<file path="src/rtl/regfile32x32_pkg.sv">
// regfile32x32_pkg: shared register-file constants and the scoreboard popcount helper
package regfile32x32_pkg;
   localparam logic [4:0] REG_ZERO = 5'd0;
   localparam int NUM_REGS = 32;
   localparam int REG_AW = 5;
   function automatic logic [5:0] popcount(input logic [NUM_REGS-2:0] v);
      logic [5:0] c;
      c = '0;
      for (int k = 0; k < NUM_REGS - 1; k++) c = c + 6'(v[k]);
      return c;
   endfunction
endpackage

</file>
<file path="src/rtl/mux32x32.sv">
// mux32x32: 32-way combinational word selector
module mux32x32
   import regfile32x32_pkg::*;
#(
   parameter int WIDTH = 32
) (
   input  logic [REG_AW-1:0] sel_i,
   input  logic [WIDTH-1:0]  data_i [NUM_REGS],
   output logic [WIDTH-1:0]  data_o
);
   assign data_o = data_i[sel_i];
endmodule

</file>
<file path="src/rtl/regfile32x32.sv">
// regfile32x32: 32x32 register file with writeback bypass and pending-write scoreboard
module regfile32x32
   import regfile32x32_pkg::*;
#(
   parameter int WIDTH  = 32,
   parameter bit BYPASS = 1'b1
) (
   input  logic              clk,
   input  logic              clrn,
   input  logic [REG_AW-1:0] rna,
   input  logic [REG_AW-1:0] rnb,
   output logic [WIDTH-1:0]  qa,
   output logic [WIDTH-1:0]  qb,
   input  logic              we,
   input  logic [REG_AW-1:0] wn,
   input  logic [WIDTH-1:0]  d,
   input  logic              iss_valid,
   input  logic [REG_AW-1:0] iss_rd,
   output logic              busy_a,
   output logic              busy_b,
   output logic [5:0]        pend_cnt
);
   logic [WIDTH-1:0]    regs_q [1:NUM_REGS-1];
   logic [WIDTH-1:0]    rd_data [NUM_REGS];
   logic [NUM_REGS-1:1] pend_q, pend_d;
   logic [NUM_REGS-1:0] pend_vec;
   logic [5:0]          cnt_q, cnt_d;
   logic [WIDTH-1:0]    mux_a, mux_b;
   logic                wr_en, byp_a, byp_b;

   assign wr_en = we && wn != REG_ZERO;
   assign rd_data[0] = '0;
   for (genvar i = 1; i < NUM_REGS; i++) begin : g_rd
      assign rd_data[i] = regs_q[i];
   end

   // Storage: register 0 is not stored; writes to it fall out of wr_en
   always_ff @(posedge clk or negedge clrn) begin
      if (!clrn) begin
         for (int r = 1; r < NUM_REGS; r++) regs_q[r] <= '0;
      end else begin
         for (int r = 1; r < NUM_REGS; r++) if (wr_en && wn == REG_AW'(r)) regs_q[r] <= d;
      end
   end

   // Scoreboard next state: a new issue supersedes a same-cycle writeback
   always_comb begin
      pend_d = pend_q;
      for (int r = 1; r < NUM_REGS; r++)
         pend_d[r] = (iss_valid && iss_rd == REG_AW'(r)) ? 1'b1 :
                     (wr_en && wn == REG_AW'(r)) ? 1'b0 : pend_q[r];
      cnt_d = popcount(pend_d);
   end

   // Scoreboard and its count update on the same edge
   always_ff @(posedge clk or negedge clrn) begin
      if (!clrn) begin
         pend_q <= '0;
         cnt_q  <= '0;
      end else begin
         pend_q <= pend_d;
         cnt_q  <= cnt_d;
      end
   end

   mux32x32 #(.WIDTH(WIDTH)) u_mux_a (.sel_i(rna), .data_i(rd_data), .data_o(mux_a));
   mux32x32 #(.WIDTH(WIDTH)) u_mux_b (.sel_i(rnb), .data_i(rd_data), .data_o(mux_b));

   assign byp_a    = BYPASS && wr_en && wn == rna;
   assign byp_b    = BYPASS && wr_en && wn == rnb;
   assign qa       = byp_a ? d : mux_a;
   assign qb       = byp_b ? d : mux_b;
   assign pend_vec = {pend_q, 1'b0};
   assign busy_a   = pend_vec[rna] && !byp_a;
   assign busy_b   = pend_vec[rnb] && !byp_b;
   assign pend_cnt = cnt_q;
endmodule
</file>
<file path="config.mk">
export PLATFORM = sky130hd
export DESIGN_NAME = regfile32x32
export DESIGN_NICKNAME = d
export VERILOG_FILES = /design/src/rtl/regfile32x32_pkg.sv /design/src/rtl/mux32x32.sv /design/src/rtl/regfile32x32.sv
export SDC_FILE = /design/constraint.sdc
export NUM_CORES = 2
export LEC_CHECK = 0
export ABC_CLOCK_PERIOD_IN_PS = 13900
export BUFFER_PORTS_ARGS = -buffer_cell sky130_fd_sc_hd__buf_2
export CORE_MARGIN = 10
export CORE_UTILIZATION = 45
export CTS_CLUSTER_DIAMETER = 60
export DETAILED_ROUTE_END_ITERATION = 8
export GPL_ROUTABILITY_DRIVEN = 0
export PLACE_DENSITY = 0.66
export SLEW_MARGIN = 20
export SYNTH_ARGS = -nofsm -noshare
export SYNTH_HDL_FRONTEND = slang
export SYNTH_SLANG_ARGS = --single-unit
</file>
<file path="constraint.sdc">
create_clock -name clk -period 13.9 [get_ports clk]
set_input_delay 0.695 -clock clk [delete_from_list [all_inputs] [get_ports clk]]
set_output_delay 0.695 -clock clk [all_outputs]
set_load 0.01 [all_outputs]
</file>
==> impl_results.md <==
- Adder-cell share of the synthesized area: 0.9787%
- DRT Pass-1 Iters: 6
- RSZ-0062 raised after global routing: false
- R2r setup slk: 8.81 ns
- Worst R2R Path Depth: 14
- Worst path slowest cell: fa_1
- CTS Buffer Depth: 3
- First-pass GRT wire length: 267.7 mm
- # clock sinks: 1029
- DIE AREA: 138900 sq um
- Worst-path maximum fanout: 35
- Top-area cell type share of the netlist area: 45.99%
- Total global routing overflow: 0
- Multiplexer area fraction after synthesis: 36.55%
- Achievable frequency: 0.1653 GHz
- Port bufs: 127
- Wire per inst: 29.52 um
- CP top delay family: adder cells
- Dpl hpwl: 99.60 mm
- CTS buffer count: 114
- Slowest stage delay, CP: 0.54 ns
- Drt total wl: 178.6 mm
- Worst Skew: 0.01005 ns
- Setup TNS: 0 ns
- Final Total Pwr: 0.01004 W
- Main combinational cell family by area after synthesis: multiplexers
- Hold Path Class: in2async
- GRT Util Overall: 25.10%
- Synthesized instance count: 4418
- CP Launch Type: input pin
- Worst EP required: 14.48 ns
- Initial Util: 45.29%
- Initial antenna violation count: 9
- Static Leak: 27.69 nW
- Die Y-Extent: 372.7 um
- Net count, final: 4395
- Area of the core: 123600 sq um
- Final core utilization: 50.06%
- Most instantiated cells after synthesis: 1029 x dfrtp_1, 847 x mux2_2, 766 x nand2_1
- Crit path kind: in2reg
- Endpoints failing setup: 0
- Flops & latches, synth: 1029
- Worst-path clk slew: 0.06 ns
- Worst vdd ir: 290.0 uV
- Ys flop type: dfrtp_1
- Crit. End Element: register
- Share of cells above drive strength 1: 38.91%
- Syn_nets: 4504
- Mapped Avg Cell Area: 12.67 sq um
- CTS tree: built
- Post-synth EDFFs: 0
- Most common cell in the netlist: dfrtp_1
- Post-DRT Antenna Nets: 0
- Post-CTS sizing: 0
- Initial drt markers: 4315
- Vias: 39.27k
- Number of post-CTS setup repair buffers: 0
- Syn-to-layout area delta: 10.53%
- H-tree Lvls: 3
- CTS Hold Buffers Added: 0
- Clk root buf: clkbuf_16
- Complex-gate fraction of the synthesized area: 5.528%
- Synth area leaders: dfrtp_1 46%, mux2_2 17%, mux4_2 16%, nand2_1 5.1%, mux2i_1 3.5%
- Simple-gate portion of the synthesized area: 6.965%
- Post-synthesis async set-or-reset flop share: 100.0%
- Netlist cell types: 50
- Reg-to-Reg End: pend_cnt[4]$_DFF_PN0_
- Max-cap viol count: 0
- R2r startpoint: pend_q[6]$_DFF_PN0_
- Worst path bufs/invs: 3
- Final Critical Period: 6.051 ns
- Post-DR vias/cell: 6.490
- Core Rows: 129
- Pwr dens: 162.3 nW/um^2
- Crit. Startpoint: wn[4]
- Arr. time, crit path: 6.63 ns
- Tcrit/Tclk final: 43.53%
- Most used cell, CP: fa_1
- CP cell instances: buf_2 > nand2b_1 > nor3_1 > nand2_2 > buf_4 > a32oi_1 > fa_1 > fa_1 > fa_1 > fa_1 > fa_1 > fa_1 > fa_1 > fa_1 > inv_1 > a21o_1 > a21oi_1 > xnor2_1
- Max-slew headroom: 20.46%
- DRC Markers: 0
- Outcome: finished clean
- Maximum number of pins on one net before global-route repair: 195
- Actual slew at the worst max-slew pin: 1.193 ns
- Synthesized area: 55990 sq um
- Synth Area in XOR/XNOR: 0.2033%
- Clock Latency Late Sink: 0.71 ns
- Vias in the first global route: 39.97k
- Max-slew violations: 0
- Io pins: 128
- Yosys warns: 0
- Final Hold Vio Count: 0
- Chip Width: 372.7 um
- Area leader, netlist: dfrtp_1
- Seq/Total Area, Yosys: 45.99%
how the worst max path moves through the flow:
| stage | endpoint | slack, ns | depth (start not counted) |
|---|---|---|---|
| 6_report | pend_cnt[4]$_DFF_PN0_ | 7.85 | 18 |
| 4_1_cts | pend_cnt[4]$_DFF_PN0_ | 7.91 | 19 |
| 3_5_place_dp | pend_cnt[4]$_DFF_PN0_ | 7.18 | 19 |
| 3_3_place_gp | pend_cnt[4]$_DFF_PN0_ | 7.25 | 19 |
| 2_1_floorplan | pend_cnt[4]$_DFF_PN0_ | 7.67 | 18 |
| 5_1_grt | pend_cnt[4]$_DFF_PN0_ | 7.62 | 18 |
placed cells by master, fill, tap and decap left out, drive strengths merged, types with 13 or more instances in the layout:
cell / n
o22ai: 96
clkinv: 17
a31oi: 31
a22o: 13
fa: 23
inv: 61
buf: 215
mux4: 399
or3: 31
nor2b: 16
dfrtp: 1029
a22oi: 72
nand2: 766
o31ai: 30
mux2: 848
a221oi: 95
mux2i: 193
nor2: 83
nor3: 37
clkbuf: 173
o21ai: 80
where the power goes:
group	total, W	switching, W	leakage (nW)	internal, W
registers	0.00405	0.000437	13.2	0.00361
clock network	0.00325	0.00130	1.99	0.00194
logic	0.00275	0.00127	12.5	0.00147
total	0.0100	0.00302	27.7	0.00703
kinds of logic (layout without fill, tap and decap cells):
kind of cell / after synthesis / count (layout)
other: 0 / 5
AND/OR/NAND/NOR: 970 / 970
adder cells (fa/ha/maj): 30 / 30
flip-flops: 1029 / 1029
XOR/XNOR: 13 / 13
multiplexers: 1440 / 1440
AO/OA/AOI/OAI: 442 / 442
buffers and inverters: 494 / 484
final cells by class:
type	instances	area, sq um
fill	10730	61740
multi-input combinational	2895	28390
sequential	1029	25750
clock buffer	173	3467
tap	1637	2048
timing repair buffer	215	1446
clock inverter	42	579.3
inverter	54	202.7
antenna	5	12.51
layer usage:
metal / routed length [um] / part of all wire (%) / GRT usage, %
met2: 81400 / 46 / 38.71
met5: 28 / 0.016 / 0
met4: 7397 / 4.1 / 10.22
met3: 16170 / 9.1 / 4.776
met1: 73570 / 41 / 34.74
stage by stage:
stage / cells / area (sq um) / setup slack [ns] / hold slack, ns
floorplan: 4418 / 55990 / 7.672 / 0.3994
global route: 6049 / 61890 / 7.625 / 0.1435
finish: 6050 / 61890 / 7.849 / 0.03539
CTS: 6044 / 61850 / 7.908 / 0.08738
global placement: 5829 / 57810 / 7.249 / 0.4697
detailed placement: 5829 / 57810 / 7.184 / 0.4785
flip-flops by register name, summed over array words and instances, names as in the netlist:
register  count
rd_data     992
pend_cnt      6
pend_q       31
(Power assumes the default switching activity.)
